==> config.mk <==
export PLATFORM = sky130hd
export DESIGN_NAME = base_sampler_flat
export DESIGN_NICKNAME = d
export VERILOG_FILES = /design/src/rtl/base_sampler_pkg.sv /design/src/rtl/base_sampler_if.sv /design/src/rtl/base_classify.sv /design/src/rtl/base_sampler.sv /design/src/flat_wrapper.sv
export SDC_FILE = /design/constraint.sdc
export NUM_CORES = 1
export LEC_CHECK = 0
export BUFFER_PORTS_ARGS = -buffer_cell sky130_fd_sc_hd__buf_2
export CAP_MARGIN = 20
export CELL_PAD_IN_SITES_DETAIL_PLACEMENT = 1
export CELL_PAD_IN_SITES_GLOBAL_PLACEMENT = 2
export CORE_ASPECT_RATIO = 1.4
export CORE_MARGIN = 2
export CORE_UTILIZATION = 34
export DETAILED_ROUTE_END_ITERATION = 12
export GPL_ROUTABILITY_DRIVEN = 0
export GPL_TIMING_DRIVEN = 0
export HOLD_SLACK_MARGIN = 0.03
export PLACE_DENSITY_LB_ADDON = 0.1
export SYNTH_ARGS = -nofsm -noshare
export SYNTH_HDL_FRONTEND = slang
export SYNTH_SLANG_ARGS = --single-unit
==> constraint.sdc <==
create_clock -name clk -period 3.8 [get_ports clk]
set_input_delay 0.19 -clock clk [delete_from_list [all_inputs] [get_ports clk]]
set_output_delay 0.19 -clock clk [all_outputs]
set_load 0.02 [all_outputs]
==> src/rtl/base_sampler_pkg.sv <==
// Shared definitions for the base sampler: nucleotide codes, FSM states and
// default widths.
package base_sampler_pkg;

  localparam int RAND_W_DEF = 10;
  localparam int LEN_W_DEF  = 16;

  localparam logic [1:0] BASE_A = 2'd0;
  localparam logic [1:0] BASE_C = 2'd1;
  localparam logic [1:0] BASE_G = 2'd2;
  localparam logic [1:0] BASE_T = 2'd3;

  typedef enum logic [1:0] {
    ST_IDLE = 2'd0,
    ST_RUN  = 2'd1,
    ST_DONE = 2'd2
  } state_t;

endpackage

==> src/rtl/base_sampler_if.sv <==
// Valid/ready base stream from the sampler toward the sequence writer.
interface base_sampler_if;
  logic [1:0] base_out;
  logic       base_valid;
  logic       base_ready;
  logic       base_last;

  modport master (output base_out, output base_valid, output base_last, input base_ready);
  modport slave  (input base_out, input base_valid, input base_last, output base_ready);
endinterface

==> src/rtl/base_classify.sv <==
// Maps one random sample to a nucleotide code with cumulative thresholds.
// Priority order A, C, G, T; thresholds need not be monotone.
module base_classify
  import base_sampler_pkg::*;
#(
  parameter int RAND_W = RAND_W_DEF
) (
  input  logic [RAND_W-1:0] r,
  input  logic [RAND_W-1:0] thr_a,
  input  logic [RAND_W-1:0] thr_c,
  input  logic [RAND_W-1:0] thr_g,
  output logic [1:0]        code
);

  // First threshold the sample falls under wins; fall through to T
  always_comb begin
    code = BASE_T;
    if (r < thr_a)      code = BASE_A;
    else if (r < thr_c) code = BASE_C;
    else if (r < thr_g) code = BASE_G;
  end

endmodule

==> src/rtl/base_sampler.sv <==
// Samples the LFSR stream, classifies each sample into a base and emits a
// sequence of seq_len bases on a valid/ready stream, with per-base histograms.
module base_sampler
  import base_sampler_pkg::*;
#(
  parameter int RAND_W = RAND_W_DEF,
  parameter int LEN_W  = LEN_W_DEF
) (
  input  logic              clk,
  input  logic              reset,
  input  logic [RAND_W-1:0] rand_val,
  input  logic [RAND_W-1:0] thr_a,
  input  logic [RAND_W-1:0] thr_c,
  input  logic [RAND_W-1:0] thr_g,
  input  logic [LEN_W-1:0]  seq_len,
  input  logic              start,
  output logic              busy,
  output logic              done,
  base_sampler_if.master    bs,
  output logic [LEN_W-1:0]  cnt_a,
  output logic [LEN_W-1:0]  cnt_c,
  output logic [LEN_W-1:0]  cnt_g,
  output logic [LEN_W-1:0]  cnt_t
);

  state_t state_q, state_d;

  logic [RAND_W-1:0] thr_a_q, thr_c_q, thr_g_q;
  logic [LEN_W-1:0]  rem_q;
  logic [1:0]        cls_p0;
  logic [1:0]        base_p1;
  logic              vld_p1;
  logic              last_p1;
  logic              accept, hs, final_hs, capture;

  function automatic logic [LEN_W-1:0] sat_inc(input logic [LEN_W-1:0] v);
    return (&v) ? v : v + LEN_W'(1);
  endfunction

  assign accept   = (state_q == ST_IDLE) && start;
  assign hs       = vld_p1 && bs.base_ready;
  assign final_hs = hs && last_p1;
  // Refill the output register when it is empty or draining this cycle
  assign capture  = (state_q == ST_RUN) && (!vld_p1 || hs) && (rem_q != '0);

  // Stage p0: classify the live sample against the latched thresholds
  base_classify #(.RAND_W(RAND_W)) u_classify (
    .r     (rand_val),
    .thr_a (thr_a_q),
    .thr_c (thr_c_q),
    .thr_g (thr_g_q),
    .code  (cls_p0)
  );

  // State register
  always_ff @(posedge clk or posedge reset) begin
    if (reset) state_q <= ST_IDLE;
    else       state_q <= state_d;
  end

  // Next-state and status decode
  always_comb begin
    state_d = state_q;
    busy    = 1'b0;
    done    = 1'b0;
    case (state_q)
      ST_IDLE: begin
        if (start) state_d = (seq_len == '0) ? ST_DONE : ST_RUN;
      end
      ST_RUN: begin
        busy = 1'b1;
        if (final_hs) state_d = ST_DONE;
      end
      ST_DONE: begin
        busy    = 1'b1;
        done    = 1'b1;
        state_d = ST_IDLE;
      end
      default: state_d = ST_IDLE;
    endcase
  end

  // Run configuration is frozen at start; remaining count tracks captures
  always_ff @(posedge clk or posedge reset) begin
    if (reset) begin
      thr_a_q <= '0;
      thr_c_q <= '0;
      thr_g_q <= '0;
      rem_q   <= '0;
    end else if (accept) begin
      thr_a_q <= thr_a;
      thr_c_q <= thr_c;
      thr_g_q <= thr_g;
      rem_q   <= seq_len;
    end else if (capture) begin
      rem_q   <= rem_q - LEN_W'(1);
    end
  end

  // Stage p1: output register, held while stalled
  always_ff @(posedge clk or posedge reset) begin
    if (reset) begin
      base_p1 <= '0;
      vld_p1  <= 1'b0;
      last_p1 <= 1'b0;
    end else if (capture) begin
      base_p1 <= cls_p0;
      vld_p1  <= 1'b1;
      last_p1 <= (rem_q == LEN_W'(1));
    end else if (hs) begin
      vld_p1  <= 1'b0;
      last_p1 <= 1'b0;
    end
  end

  // Saturating per-base histogram, cleared at each accepted start
  always_ff @(posedge clk or posedge reset) begin
    if (reset) begin
      cnt_a <= '0;
      cnt_c <= '0;
      cnt_g <= '0;
      cnt_t <= '0;
    end else if (accept) begin
      cnt_a <= '0;
      cnt_c <= '0;
      cnt_g <= '0;
      cnt_t <= '0;
    end else if (hs) begin
      case (base_p1)
        BASE_A:  cnt_a <= sat_inc(cnt_a);
        BASE_C:  cnt_c <= sat_inc(cnt_c);
        BASE_G:  cnt_g <= sat_inc(cnt_g);
        default: cnt_t <= sat_inc(cnt_t);
      endcase
    end
  end

  assign bs.base_out   = base_p1;
  assign bs.base_valid = vld_p1;
  assign bs.base_last  = last_p1;

endmodule

==> src/flat_wrapper.sv <==
// flat-port wrapper written by rule: the top's interface ports become plain ports
module base_sampler_flat import base_sampler_pkg::*;
#(
  parameter int RAND_W = RAND_W_DEF,
  parameter int LEN_W  = LEN_W_DEF
)
  (clk, reset, rand_val, thr_a, thr_c, thr_g, seq_len, start, busy, done, cnt_a, cnt_c, cnt_g, cnt_t, bs_base_out, bs_base_valid, bs_base_last, bs_base_ready);
  base_sampler_if bs_i ();
  input  logic clk;
  input  logic reset;
  input  logic [RAND_W-1:0] rand_val;
  input  logic [RAND_W-1:0] thr_a;
  input  logic [RAND_W-1:0] thr_c;
  input  logic [RAND_W-1:0] thr_g;
  input  logic [LEN_W-1:0] seq_len;
  input  logic start;
  output logic busy;
  output logic done;
  output logic [LEN_W-1:0] cnt_a;
  output logic [LEN_W-1:0] cnt_c;
  output logic [LEN_W-1:0] cnt_g;
  output logic [LEN_W-1:0] cnt_t;
  output wire logic [$bits(bs_i.base_out)-1:0] bs_base_out;
  output wire logic [$bits(bs_i.base_valid)-1:0] bs_base_valid;
  output wire logic [$bits(bs_i.base_last)-1:0] bs_base_last;
  input wire logic [$bits(bs_i.base_ready)-1:0] bs_base_ready;
  assign bs_base_out = bs_i.base_out;
  assign bs_base_valid = bs_i.base_valid;
  assign bs_base_last = bs_i.base_last;
  assign bs_i.base_ready = bs_base_ready;
  base_sampler #(.RAND_W(RAND_W), .LEN_W(LEN_W)) u_core (.clk(clk), .reset(reset), .rand_val(rand_val), .thr_a(thr_a), .thr_c(thr_c), .thr_g(thr_g), .seq_len(seq_len), .start(start), .busy(busy), .done(done), .bs(bs_i), .cnt_a(cnt_a), .cnt_c(cnt_c), .cnt_g(cnt_g), .cnt_t(cnt_t));
endmodule
==> results of run 1 <==
-- power by group --
part           switching, mW  total (mW)  internal, mW
Combinational          0.891        1.42         0.528
Clock                  0.566        1.77          1.21
Sequential             0.201        1.72          1.52
-- logic make-up after synthesis --
logic type               Yosys count  share of synthesized area [%]
AND/OR/NAND/NOR                  302                           24.4
buffers and inverters             67                           4.07
AO/OA/AOI/OAI                    119                           10.9
flip-flops                       116                           45.0
adder cells (fa/ha/maj)           37                           7.17
multiplexers                       1                          0.155
XOR/XNOR                          62                           8.41
-- synth_stat cells (2+ instances only) --
| master | count |
|---|---|
| a2111oi_0 | 4 |
| nor4_1 | 23 |
| ha_1 | 37 |
| nand4_1 | 20 |
| nor2_1 | 68 |
| or2_1 | 3 |
| a21oi_1 | 31 |
| nor3b_1 | 5 |
| dfrtp_1 | 116 |
| o21ai_0 | 41 |
| and4_1 | 7 |
| xnor2_1 | 62 |
| or3_1 | 10 |
| o21ai_1 | 9 |
| nor4_2 | 5 |
| a21o_1 | 5 |
| and3_1 | 3 |
| nand3_1 | 29 |
| or4_1 | 3 |
| o41ai_1 | 2 |
| and2_1 | 3 |
| and4b_1 | 2 |
| a211oi_1 | 11 |
| inv_1 | 42 |
| nor3_1 | 27 |
| a31oi_1 | 6 |
| clkbuf_1 | 21 |
| o31ai_1 | 2 |
| nand2_1 | 80 |
| or4_4 | 2 |
| nand2b_1 | 5 |
| buf_1 | 2 |
-- layout make-up --
cell class,instances,share of cell area (%)
inverters,42,1.93
multi-input cells,521,39.0
well taps,244,3.61
flip-flops and latches,116,34.4
clock inverters,10,2.10
clock buffers,21,5.57
plain buffers,25,1.24
repair buffers,167,12.2
-- through the flow --
step	utilization (%)	std cells
6_report	45.4	1146
5_1_grt	45.4	1146
4_1_cts	45.4	1145
3_5_place_dp	40.0	1079
3_3_place_gp	39.8	1077
2_1_floorplan	-	704
-- per-layer routing --
layer	vias up	GRT usage, %	routed length, um
met5	-	0	0
met1	2979	23.4	8080
met4	0	5.61	242
li1	2848	-	-
met2	103	38.7	10800
met3	16	4.04	591
-- worst min-delay path, stage by stage --
cell and delay [ns]:
buf_2 0.08, nand2_1 0.06, o21ai_0 0.08
-- final timing paths --
check	startpoint	to	slack [ns]
worst max-delay path	u_core.state_q[0]	u_core.thr_g_q[0]	1.28
worst min-delay path	thr_a[9]	u_core.thr_a_q[9]	0.04
worst max register to register	u_core.state_q[0]	u_core.thr_g_q[0]	1.28
worst min register to register	u_core.thr_g_q[0]	u_core.thr_g_q[0]	0.48
max in group asynchronous	reset	u_core.rem_q[6]	2.70
min in group asynchronous	reset	u_core.cnt_a[15]	0.38
-- flip-flops by register name (all words and copies together) (netlist names), 10 cells and up --
register / cells
u_core.cnt_c: 16
u_core.cnt_t: 16
u_core.thr_c_q: 10
u_core.rem_q: 16
u_core.thr_g_q: 10
u_core.cnt_g: 16
u_core.cnt_a: 16
u_core.thr_a_q: 10
-- what timing repair did --
action,CTS,global route
hold buffers,35,0
endpoints found under the setup margin,0,0
endpoints found under the hold margin,85,0
==> results.toml, run 1 <==
[synth]
synth_fp_nets = 801
synth_cells = 704
synth_seq_cells = 116
yosysWarnings = 0
synth.distinct_cells = 50
synth.largest_area_cell = "dfrtp_1"
netlist_area_sq_mm = 0.00646
yosysSeqAreaShare_pct = 45.0
syn_avg_cell_area_sq_um = 9.17
netlist.area_leader.share_pct = 45.0
synth_ff_type = "dfrtp_1"
synth_enable_flop_cells = 0
async_reset_ff_share_pct = 100
yosys-top-cells-area = "dfrtp_1 (45%), xnor2_1 (8.4%), ha_1 (7.2%)"

[clock_network]
insertion_delay_ns = 0.41
clock_path_buffers = 2
post-cts-setup-buffers = 0
cts_root_buffer = "clkbuf_16"
numCtsBuffers = 17
cts.clk_slew.worst_paths_ns = 0.05
htreeDepth = 4
cts_resized = 0
numClockSinks = 116
cts_tree = "done"

[route]
ant_nets = 0
viasPerCell = 5.19
drt_iter0_markers = 200
route.detailed.drc = 0
dr_total_vias = 5946
wl_per_cell_um = 17.2
wl_mm = 19.7
firstDrtPassIters = 4

[die]
fp.dieH_um = 167
die_area_sq_mm = 0.0201
initial_utilization_pct = 34.7
ios = 130
rows = 59
die_w_um = 120
core_area_sq_mm = 0.0186

[global_routing]
grt_pass1_wl_mm = 33.2
antenna_found_initial = 0
grt_max_degree = 66
grt_pass1_vias = 6600
grt_overflow = 0
grt_util_all_layers_pct = 20.6

[setup_path]
critPathKind = "reg -> reg"
arrival_ns = 2.87
crit_family = "buffers and inverters"
crit_slowest_cell = "buf_1"
cp.buffers_inverters = 4
crit_path_end_kind = "flip-flop"
required_ns = 4.15
reg2regPathDepth = 8
cp-start-kind = "flip-flop"
path_depth = 8
cp_cell_sequence = "inv_1, ha_1, and2_1, clkbuf_1, clkbuf_1, buf_1, nand2_1, nand2_1"
crit_fanout = 10
slowest_delay_ns = 0.59

[outcome]
status = "finished clean"

[cells_and_area]
regArea_sq_mm = 0.00290
final_common_cell = "buf_2"
area_growth_pct = 30.9
diodes = 0
drive_gt1_share_pct = 19.6
fillers = 2216
multi_input_area_sq_mm = 0.00329
fin_nets = 987
fin_area_sq_mm = 0.00845
layout_common_cells = "buf_2 (130), dfrtp_1 (116), nand2_1 (80), nor2_1 (68), xnor2_1 (62)"

[sta]
hold_viol = 0
fin_ws_ns = 1.28
rsz0062_at_grt = "false"
layout_min_cycle_time_ns = 2.52
worst_pin_slew_ns = 0.909
drv_slew = 0
worst_slew_margin_rel_pct = 38.9
holdWs_ns = 0.0430
fin_skew_ns = 0.00870
setup_viol = 0
max_freq_mhz = 397
final.period_utilization_pct = 66.4
tns_ns = 0

[power]
power_density_mw_per_mm2 = 581
ir_worst_vdd_mv = 0.232
leakagePower_nw = 3.77
power.total_mw = 4.91

[run]
cap_violations = 0

[placed_design]
pre_cts_ws_ns = 1.18
hpwl_mm = 14.5
io_buffers = 129
place_area_sq_mm = 0.00744

[min_path]
holdPathStages = 3
hold_path.class = "in -> reg"
Power figures use the tool's default switching activity.
==> inputs of run 2 (changes only) <==
==> constraint.sdc (replaced) <==
create_clock -name clk -period 2.4 [get_ports clk]
set_input_delay 0.12 -clock clk [delete_from_list [all_inputs] [get_ports clk]]
set_output_delay 0.12 -clock clk [all_outputs]
set_load 0.02 [all_outputs]
==> run 2 against run 1 <==
Net effect:
- critical path depth fell by 2
- sequential power is 59% higher
- utilization increased by 0.80 points
- clock power rose by 46%
- sequential share of layout area shrank 0.60 points
- register-to-register slack got worse by 1.2 ns
- flip-flop and latch count did not move
- global-route usage is 0.77 points higher
- fmax up 9.7%
- largest power group is now registers
- worst setup slack got worse by 1.2 ns
- die area did not move
- clock skew grew 0.0026 ns
==> results.toml, run 2 (synthesized netlist as in run 1, its figures left out) <==
[placed_design]
io_buffers = 129
hpwl_mm = 15.1
pre_cts_ws_ns = -0.209

[setup_path]
crit_path_end_kind = "flip-flop"
cp-start-kind = "flip-flop"
reg2reg_to = "u_core.rem_q[11]"
required_ns = 2.69
crit_fanout = 8
reg2reg_slack_ns = 0.10
r2r_start = "u_core.rem_q[4]"
arrival_ns = 2.59
reg2regPathDepth = 6
critPathKind = "reg -> reg"

[clock_network]
clock_path_buffers = 2
cts_tree = "done"
cts_root_buffer = "clkbuf_16"
cts.clk_slew.worst_paths_ns = 0.06
insertion_delay_ns = 0.43
numCtsBuffers = 17
htreeDepth = 4
numClockSinks = 116

[global_routing]
grtUsageMet1_pct = 23.9
grt_overflow = 0
grtUsageMet3_pct = 4.52
antenna_found_initial = 0
grt_pass1_wl_mm = 34.2
use_met2_pct = 39.8
grt_pass1_vias = 6763
grt_util_all_layers_pct = 21.4
grt_max_degree = 36
top_usage_layer = "met2"

[route]
ant_nets = 0
firstDrtPassIters = 4
dr_total_vias = 6063
route.detailed.drc = 0
viasPerCell = 5.22
wl_mm = 20.4
wl_per_cell_um = 17.6
drt_iter0_markers = 247

[sta]
worst_slew_margin_rel_pct = 47.7
layout_min_cycle_time_ns = 2.30
tns_ns = 0
worst_pin_slew_ns = 0.778
final.period_utilization_pct = 95.8
setup_viol = 0
hold_viol = 0
fin_ws_ns = 0.101
fin_skew_ns = 0.0113
max_freq_mhz = 435
drv_slew = 0
rsz0062_at_grt = "false"

[outcome]
status = "finished clean"

[power]
power_switching_mw = 2.67
p_sw_share_pct = 35.2
power_density_mw_per_mm2 = 884
p_int_mw = 4.92
clock_power_share_pct = 34.1
ir_worst_vdd_mv = 0.474
leakagePower_nw = 3.84
power_frac_comb_pct = 29.9
seqPwrFrac_pct = 36.0

[cells_and_area]
layout_common_cells = "buf_2 (130), dfrtp_1 (116), nand2_1 (80), nor2_1 (68), xnor2_1 (62)"
drive_gt1_share_pct = 20.5
diodes = 0
area_growth_pct = 33.2
fillers = 2235
final_common_cell = "buf_2"
fin_nets = 1004
finish.utilization_pct = 46.2

[die]
initial_utilization_pct = 34.7
fp.dieH_um = 167
ios = 130
core_area_sq_mm = 0.0186
die_area_sq_mm = 0.0201
die_w_um = 120
rows = 59

[min_path]
min_from = "bs_base_ready"
hold_path.class = "in -> reg"
worstHoldEndpoint = "u_core.bs.base_last"
holdPathStages = 4

[run]
cap_violations = 0
-- run 2: changes by cell type in the layout (fill, tap and decap cells not counted), moves of 2 or more --
cell / previous run / this run
buf_12: 0 / 2
buf_4: 1 / 4
clkinv_2: 4 / 6
clkbuf_2: 1 / 5
bufinv_16: 5 / 3
clkbuf_1: 22 / 17
clkinvlp_4: 1 / 3
dlygate4sd3_1: 35 / 47
-- run 2: what timing repair did --
item                                    in CTS  in global routing
endpoints found under the setup margin      66                 18
hold buffers                                47                  0
endpoints found under the hold margin       73                  0
resized for setup                            4                  6
pin swaps                                    1                  0
buffers inserted                             3                  0
-- run 2: power groups by stage --
stage / Sequential [mW] / Combinational, mW / Clock (mW)
after floorplan: 2.73 / 1.45 / 0
after global placement: 2.72 / 2.12 / 0
after detailed placement: 2.76 / 2.23 / 0
after CTS: 2.73 / 2.32 / 2.64
after global routing: 2.80 / 2.62 / 2.72
final: 2.74 / 2.27 / 2.59
-- run 2: worst max-delay path, stage by stage, from the launching register on --
cell     delay (ns)
dfrtp_1        0.41
or4_4          0.59
or4_1          0.44
buf_4          0.20
nor4b_2        0.29
xnor2_1        0.16
o21ai_1        0.08
-- run 2: per-layer routing --
layer	vias to the layer above	wire [um]
met1	3019	8150
met2	130	11100
li1	2887	-
met5	-	0
met4	0	349
met3	27	776
-- run 2: cell type report --
type,instances,area [sq um],share of cell area [%]
Sequential cell,116,2900,33.8
Inverter,42,161,1.88
Buffer,25,111,1.30
Multi-Input combinational cell,521,3310,38.5
Timing Repair Buffer,184,1220,14.2
Clock buffer,19,453,5.27
Tap cell,244,305,3.55
Clock inverter,11,135,1.57
-- run 2: per-stage QoR --
stage               instance area [sq um]  hold slack (ns)  cells  total power [mW]
floorplan                            6460            0.225    704              4.19
global placement                     7410            0.316   1077              4.85
detailed placement                   7490            0.256   1081              4.98
CTS                                  8580           0.0654   1161              7.69
global route                         8600           0.0932   1162              8.15
finish                               8600           0.0654   1162              7.60
-- run 2: worst max-delay path by stage --
stage | from | end | slack, ns
floorplan | u_core.rem_q[9] | u_core.rem_q[1] | 0.26
global placement | u_core.state_q[0] | u_core.thr_c_q[0] | -0.14
detailed placement | u_core.state_q[1] | u_core.thr_a_q[0] | -0.21
CTS | u_core.cnt_c[8] | u_core.cnt_c[0] | 0.05
global route | u_core.state_q[1] | u_core.cnt_g[11] | 0.002
finish | u_core.rem_q[4] | u_core.rem_q[11] | 0.10
==> inputs of run 3 (changes only) <==
--- a/config.mk
+++ b/config.mk
@@ -11,7 +11,7 @@
 export CELL_PAD_IN_SITES_GLOBAL_PLACEMENT = 2
 export CORE_ASPECT_RATIO = 1.4
 export CORE_MARGIN = 2
-export CORE_UTILIZATION = 34
+export CORE_UTILIZATION = 30
 export DETAILED_ROUTE_END_ITERATION = 12
 export GPL_ROUTABILITY_DRIVEN = 0
 export GPL_TIMING_DRIVEN = 0
==> constraint.sdc (replaced) <==
create_clock -name clk -period 2.1 [get_ports clk]
set_input_delay 0.105 -clock clk [delete_from_list [all_inputs] [get_ports clk]]
set_output_delay 0.105 -clock clk [all_outputs]
set_load 0.02 [all_outputs]
==> run 3 against run 2 <==
Net effect:
- the run now ends with setup timing left
- critical path type unchanged
- combinational power increased by 23%
- design area increased by 3.4%
- utilization decreased by 4.1 points
- via count about the same
- power increased by 16%
- clock power increased by 11%
- final cell count increased by 2.2%
- routed wire length increased by 2.2%
- fmax increased by 5.9%
- sequential power increased by 14%
- worst setup slack got worse by 0.17 ns
- critical path depth unchanged
- critical endpoint is now u_core.rem_q[10]
==> results.toml, run 3 (synthesized netlist as in run 1, its figures left out) <==
[global_routing]
grt_util_all_layers_pct = 19.3
antenna_found_initial = 1
grt_max_degree = 40
grt_overflow = 0
grt_pass1_vias = 6617
grt_pass1_wl_mm = 34.2

[clock_network]
numClockSinks = 116
cts_root_buffer = "clkbuf_16"
cts.clk_slew.worst_paths_ns = 0.06
numCtsBuffers = 17
htreeDepth = 4
clock_path_buffers = 2
insertion_delay_ns = 0.42
cts_tree = "done"

[setup_path]
reg2regPathDepth = 6
slowest_delay_ns = 0.56
crit_slowest_cell = "or4_4"
crit_family = "simple AND/OR/NAND/NOR gates"
critPathKind = "reg -> reg"
r2r_start = "u_core.rem_q[5]"
reg2reg_slack_ns = -0.07
arrival_ns = 2.45
cp.buffers_inverters = 1
cp_cell_sequence = "or4_4, or4_4, buf_8, nor4_4, xnor2_1, a21oi_1"
required_ns = 2.38
reg2reg_to = "u_core.rem_q[10]"
cpMostUsedCell = "or4_4"
crit_fanout = 8
cp-start-kind = "flip-flop"
crit_path_end_kind = "flip-flop"

[power]
power_density_mw_per_mm2 = 988
leakagePower_nw = 3.97
power.total_mw = 8.78
ir_worst_vdd_mv = 0.601

[cells_and_area]
diodes = 0
fin_cells = 1188
layout_common_cells = "buf_2 (132), dfrtp_1 (115), nand2_1 (80), nor2_1 (68), xnor2_1 (62)"
fillers = 2467
fin_area_sq_mm = 0.00889
drive_gt1_share_pct = 24.7
final_common_cell = "buf_2"
fin_nets = 1012
area_growth_pct = 37.7

[sta]
setup_viol = 8
worst_pin_slew_ns = 0.673
max_freq_mhz = 461
drv_slew = 0
final.period_utilization_pct = 103
worst_slew_margin_rel_pct = 55.1
hold_viol = 0
layout_min_cycle_time_ns = 2.17
fin_ws_ns = -0.0713
fin_skew_ns = 0.0104
rsz0062_at_grt = "true"

[outcome]
violations = "setup timing"
status = "complete, but fails checks"

[min_path]
hold_path.class = "in -> reg"
holdPathStages = 4
min_from = "bs_base_ready"
worstHoldEndpoint = "u_core.bs.base_last"

[die]
ios = 130
fp.dieH_um = 178
rows = 63
initial_utilization_pct = 30.6
die_w_um = 128
core_area_sq_mm = 0.0211
die_area_sq_mm = 0.0227

[route]
drt_iter0_markers = 191
ant_nets = 0
dr_total_vias = 6069
firstDrtPassIters = 4
wl_per_cell_um = 17.5
wl_mm = 20.8
route.detailed.drc = 0
viasPerCell = 5.11

[placed_design]
placedCellCount = 1097
io_buffers = 129
place_area_sq_mm = 0.00750
hpwl_mm = 15.4

[run]
cap_violations = 0
==> run 3: layout make-up <==
| class | count | area, sq um | share of cell area (%) |
|---|---|---|---|
| flip-flops and latches | 116 | 2900 | 32.7 |
| clock inverters | 9 | 103 | 1.15 |
| inverters | 42 | 161 | 1.82 |
| plain buffers | 21 | 123 | 1.38 |
| clock buffers | 23 | 478 | 5.38 |
| multi-input cells | 521 | 3490 | 39.3 |
| repair buffers | 196 | 1300 | 14.6 |
| well taps | 260 | 325 | 3.66 |
==> run 3: metal layers <==
layer,GRT usage (%),part of all wire (%)
met5,0,0.053
met4,6.82,1.9
met3,3.56,3.4
met2,36.4,55
met1,21.4,39
==> run 3: report_power, final <==
group / internal [mW] / switching [mW] / total, mW
clock: 1.83 / 1.05 / 2.88
combinational: 1.10 / 1.69 / 2.79
sequential: 2.75 / 0.363 / 3.11
==> run 3: worst max-delay path by stage <==
stage / start / endpoint / slack (ns) / cells past startpoint
after detailed placement: u_core.state_q[0] / u_core.thr_g_q[0] / -0.58 / 8
after global placement: u_core.state_q[0] / u_core.thr_c_q[0] / -0.47 / 8
after CTS: u_core.rem_q[5] / u_core.rem_q[10] / -0.09 / 6
after floorplan: u_core.rem_q[4] / u_core.rem_q[11] / -0.008 / 6
after global routing: u_core.rem_q[5] / u_core.rem_q[10] / -0.16 / 6
final: u_core.rem_q[5] / u_core.rem_q[10] / -0.07 / 6
==> run 3: per-stage QoR <==
stage	setup TNS [ns]	util, %	worst slack [ns]	hold slack [ns]
2_1_floorplan	-0.00790	-	-0.00790	0.210
3_3_place_gp	-70.63	35.2	-0.471	0.297
3_5_place_dp	-31.65	35.5	-0.581	0.0974
4_1_cts	-0.474	41.3	-0.0940	0.0506
5_1_grt	-1.08	42.1	-0.161	0.103
6_report	-0.343	42.1	-0.0713	0.0847
==> run 3: worst reg2reg max path, delay by kind of cell (launching register included) <==
family / cells / cell delay [ns]
buffers and inverters: 1 / 0.16
AOI/OAI and AO/OA: 1 / 0.08
xor gates and xnor gates: 1 / 0.16
DFF: 1 / 0.37
and+or+nand+nor: 3 / 1.26
==> run 3: timing repair <==
action,in CTS,in global routing
setup endpoints to repair,84,54
endpoints found under the hold margin,123,0
hold buffers,47,0
buffers inserted,12,4
cloned,0,0
pin swaps,6,7
resized for setup,25,28
